File: config.mk
export PLATFORM = sky130hd
export DESIGN_NAME = ahb_csr_bridge
export DESIGN_NICKNAME = d
export VERILOG_FILES = /design/src/rtl/ahb_csr_bridge.sv
export SDC_FILE = /design/constraint.sdc
export NUM_CORES = 1
export LEC_CHECK = 0
export ABC_AREA = 1
export ABC_CLOCK_PERIOD_IN_PS = 1100
export CAP_MARGIN = 20
export CORE_ASPECT_RATIO = 1.5
export CORE_MARGIN = 1
export CORE_UTILIZATION = 26
export CTS_CLUSTER_DIAMETER = 40
export DETAILED_ROUTE_END_ITERATION = 8
export HOLD_SLACK_MARGIN = 0.1
export PLACE_DENSITY = 0.76
export SYNTH_ARGS = -nofsm -noshare
export SYNTH_HDL_FRONTEND = slang
export SYNTH_SLANG_ARGS = --single-unit
File: constraint.sdc
create_clock -name clk_i -period 1.1 [get_ports clk_i]
set_input_delay 0.165 -clock clk_i [delete_from_list [all_inputs] [get_ports clk_i]]
set_output_delay 0.165 -clock clk_i [all_outputs]
set_load 0.005 [all_outputs]
File: src/rtl/ahb_csr_bridge.sv
// AHB-Lite slave that turns single word transfers into one-cycle CSR read/write strobes.
// Optional ERROR response for sub-word or misaligned accesses: define AHB_CSR_BRIDGE_ERR_EN.
module ahb_csr_bridge #(
    parameter int CSR_AW = 2
) (
    input  logic              clk_i,
    input  logic              rstb_i,
    input  logic              HSEL,
    input  logic [31:0]       HADDR,
    input  logic [1:0]        HTRANS,
    input  logic              HWRITE,
    input  logic [2:0]        HSIZE,
    input  logic [31:0]       HWDATA,
    input  logic              HREADY,
    output logic              HREADYOUT,
    output logic              HRESP,
    output logic [31:0]       HRDATA,
    output logic              re_o,
    output logic              we_o,
    output logic [CSR_AW-1:0] addr_o,
    output logic [31:0]       data_o,
    input  logic [31:0]       data_i
);

`ifdef AHB_CSR_BRIDGE_ERR_EN
    typedef enum logic [2:0] {
        ST_IDLE  = 3'd0,
        ST_WR    = 3'd1,
        ST_RD    = 3'd2,
        ST_RDOUT = 3'd3,
        ST_ERR1  = 3'd4,
        ST_ERR2  = 3'd5
    } state_t;

    function automatic logic size_err(input logic [2:0] size, input logic [1:0] lsb);
        return (size != 3'b010) || (lsb != 2'b00);
    endfunction
`else
    typedef enum logic [2:0] {
        ST_IDLE  = 3'd0,
        ST_WR    = 3'd1,
        ST_RD    = 3'd2,
        ST_RDOUT = 3'd3
    } state_t;
`endif

    state_t              state_r;
    state_t              state_nxt_s;
    logic [CSR_AW-1:0]   addr_r;
    logic [31:0]         rdata_r;
    logic                accept_s;
    logic                unused_s;

    assign accept_s = HSEL & HTRANS[1] & HREADY;

`ifdef AHB_CSR_BRIDGE_ERR_EN
    logic err_s;
    assign err_s    = size_err(HSIZE, HADDR[1:0]);
    assign unused_s = ^HADDR[31:CSR_AW+2];
`else
    // Size and byte lane are irrelevant when every access is treated as a full word.
    assign unused_s = ^{HSIZE, HADDR[31:CSR_AW+2], HADDR[1:0]};
`endif

    // State register.
    always_ff @(posedge clk_i or negedge rstb_i) begin
        if (!rstb_i) begin
            state_r <= ST_IDLE;
        end else begin
            state_r <= state_nxt_s;
        end
    end

    // Address-phase capture of the CSR word address.
    always_ff @(posedge clk_i or negedge rstb_i) begin
        if (!rstb_i) begin
            addr_r <= {CSR_AW{1'b0}};
        end else if (accept_s) begin
            addr_r <= HADDR[CSR_AW+1:2];
        end else begin
            addr_r <= addr_r;
        end
    end

    // Read data register so HRDATA never comes straight from the CSR mux.
    always_ff @(posedge clk_i or negedge rstb_i) begin
        if (!rstb_i) begin
            rdata_r <= 32'h0000_0000;
        end else if (state_r == ST_RD) begin
            rdata_r <= data_i;
        end else begin
            rdata_r <= rdata_r;
        end
    end

    // Next-state decode; every state that ends with HREADYOUT=1 may accept a new transfer.
    always_comb begin
        state_nxt_s = ST_IDLE;
        case (state_r)
            ST_RD: begin
                state_nxt_s = ST_RDOUT;
            end
`ifdef AHB_CSR_BRIDGE_ERR_EN
            ST_ERR1: begin
                state_nxt_s = ST_ERR2;
            end
`endif
            default: begin
                if (!accept_s) begin
                    state_nxt_s = ST_IDLE;
                end
`ifdef AHB_CSR_BRIDGE_ERR_EN
                else if (err_s) begin
                    state_nxt_s = ST_ERR1;
                end
`endif
                else if (HWRITE) begin
                    state_nxt_s = ST_WR;
                end else begin
                    state_nxt_s = ST_RD;
                end
            end
        endcase
    end

    // Per-state bus response and CSR strobes; address and data are zero outside a strobe.
    always_comb begin
        HREADYOUT = 1'b1;
        HRESP     = 1'b0;
        re_o      = 1'b0;
        we_o      = 1'b0;
        addr_o    = {CSR_AW{1'b0}};
        data_o    = 32'h0000_0000;
        case (state_r)
            ST_WR: begin
                we_o   = 1'b1;
                addr_o = addr_r;
                data_o = HWDATA;
            end
            ST_RD: begin
                re_o      = 1'b1;
                addr_o    = addr_r;
                HREADYOUT = 1'b0;
            end
`ifdef AHB_CSR_BRIDGE_ERR_EN
            ST_ERR1: begin
                HRESP     = 1'b1;
                HREADYOUT = 1'b0;
            end
            ST_ERR2: begin
                HRESP     = 1'b1;
            end
`endif
            default: begin
                HREADYOUT = 1'b1;
            end
        endcase
    end

    assign HRDATA = rdata_r;

endmodule

==> impl_metrics.ini <==
[outcome]
status = finished with violations
failed_checks = setup timing

[sta]
max_freq_mhz = 649
finalMaxSlewViolations = 0
layout_setup_ws_ps = -440
period_share_pct = 140
fin_skew_ps = 9.31
hold_viol_final = 0
setup_viol = 71
rsz0062_at_grt = true
fin_crit_ps = 1540

[setup_path]
crit_fanout = 8
cp-end-kind = primary output
cpPeakStageDelay_ps = 410
cp.arrival_ps = 1370
slowest_stage = dfrtp_1
cp.required_ps = 940
path_cells = ha_4 > buf_12 > buf_16 > nand2_2 > inv_2 > buf_2
critPathLaunchType = flop
worstSetupPathType = flop to primary output

[drt]
via_per_inst = 4.26
vias = 2059
wl_mm = 6.38
firstDrtPassIters = 4
drcViolationCount = 0
first_iter_violations = 36
wire_per_inst_um = 13.2
final_antenna_net_count = 0

[placement]
port_buffers = 140
hpwl_mm = 3.81
place_ws_ps = -472
place_area_mm2 = 0.00322
gp_congestion = 0.693
place_inst = 443

[cts]
cts_made_buffers = 5
clk_pin_slew_ps = 70
clk_latency_ps = 290
clk_path_buf_depth = 2
clock-sinks = 36
cts_max_level = 2
cts_root_buffer = clkbuf_8
cts_tree = done

[finish]
multi_input_area_um2 = 832
final_area_mm2 = 0.00395
stdcell_count = 483
area_growth_pct = 126
n_antenna_cell = 0
nFillCells = 547
final_nets = 514
drive_gt1_share_pct = 43.0
regArea_um2 = 901

[floorplanning]
fp-row-count = 36
initial_core_util_pct = 26.9
core-area_mm2 = 0.00649
fp.dieH_um = 102
dieArea_mm2 = 0.00705
pin_count = 176
die-width_um = 68.9

[synthesis]
syn_area_per_cell_um2 = 7.62
ys_seq_area_share_pct = 51.6
synthCells = 229
ys_ff_latch = 36
synth_cell_types = 13
synth_warnings = 0
synth_nets = 337
synthesis.area_mm2 = 0.00174

[global_routing]
grt_max_degree = 37
grt_pass1_wl_mm = 8.84
grt.overflow.total = 0
grt_antenna_before_repair = 0
grt_usage_pct = 17.1
grt_pass1_vias = 2005

[power_and_ir_drop]
power_density_mw_per_mm2 = 2000
cellLeakagePower_nw = 2.22
max-vdd-ir-drop_mv = 1.42

[job]
maxCapViolations = 0

[hold_path]
holdCritPathClass = primary input to async pin
repair_timing:
action | CTS | global route
setup buffers | 12 | 13
gates cloned | 9 | 2
resized for setup | 264 | 94
pin swaps | 23 | 7
hold buffers | 1 | 0
setup endpoints to repair | 103 | 81
endpoints found under the hold margin | 36 | 0
power by group:
part / leakage (nW) / internal (mW) / switching [mW]
clock: 0.0424 / 0.452 / 0.456
combinational: 1.73 / 2.80 / 1.90
sequential: 0.445 / 1.92 / 0.357
routing by layer:
| metal | global-route usage, % | share of wire, % |
|---|---|---|
| met5 | 0 | 0 |
| met4 | 6.28 | 1.6 |
| met3 | 3.91 | 8.0 |
| met2 | 33.5 | 58 |
| met1 | 16.2 | 33 |
cell usage in the layout, fill, tap and decap left out, types with 7 or more instances in the layout:
master and n:
clkdlybuf4s15_1 25, clkdlybuf4s50_1 70, nand2_2 44, dfrtp_1 36
buf_12 7, inv_2 20, inv_1 17, buf_6 25
buf_4 17, buf_2 17, clkbuf_2 10, nand2_1 73
nand2_4 17
layout make-up:
| cell class | instances | area share (%) |
|---|---|---|
| Inverter | 38 | 3.93 |
| Sequential cell | 36 | 22.8 |
| Clock buffer | 7 | 1.93 |
| Multi-Input combinational cell | 144 | 21.1 |
| Tap cell | 76 | 2.41 |
| Clock inverter | 1 | 0.222 |
| Timing Repair Buffer | 181 | 47.6 |
cells in the mapped netlist (all sizes together):
cell type	number	area share, %
buf	11	6.1
nand4	4	1.4
nand3	1	0.29
inv	38	8.6
conb	1	0.22
nand2	134	30
dfrtp	36	52
ha	2	1.4
nor2	2	0.43
kinds of logic (layout without fill, tap and decap cells):
kind of cell / count (synthesis) / in the layout / synth area share [%]
other cells: 1 / 1 / 0.215
flops: 36 / 36 / 51.6
buf+inv: 49 / 227 / 14.7
simple gates: 141 / 141 / 32.0
fa+ha+maj: 2 / 2 / 1.43
critical path: cells and delay by family, from the launching register on:
| family | cells | cell delay, ps |
|---|---|---|
| DFF | 1 | 410 |
| buffers and inverters | 4 | 430 |
| and+or+nand+nor | 1 | 70 |
| adders and majority gates | 1 | 190 |
path summary, 6_finish.rpt:
path | slack, ps | cells after the start | from | end
worst max register to register | -370 | 9 | state_r[1] | HRDATA[31]
worst min register to register | 470 | 2 | HRDATA[1] | HRDATA[1]
worst min-delay path | 360 | 3 | rstb_i | HRDATA[26]
min in group clk_i | 410 | 3 | data_i[26] | HRDATA[26]
worst max-delay path | -440 | 6 | state_r[0] | data_o[26]
max in group asynchronous | 540 | 3 | rstb_i | state_r[1]
registers in the layout (all words and copies together) (netlist names):
signal / cells
addr_r: 2
HRDATA: 32
state_r: 2
through the flow:
stage	power [mW]	utilization [%]	setup TNS, ps	hold slack (ps)
after floorplan	3.56	-	0	-131
after global placement	5.57	49.7	-24220	142
after detailed placement	5.65	49.7	-26010	140
after CTS	7.49	57.2	-19660	358
after global routing	8.49	60.9	-28290	397
final	7.89	60.9	-24090	365
Power figures use the tool's default switching activity.
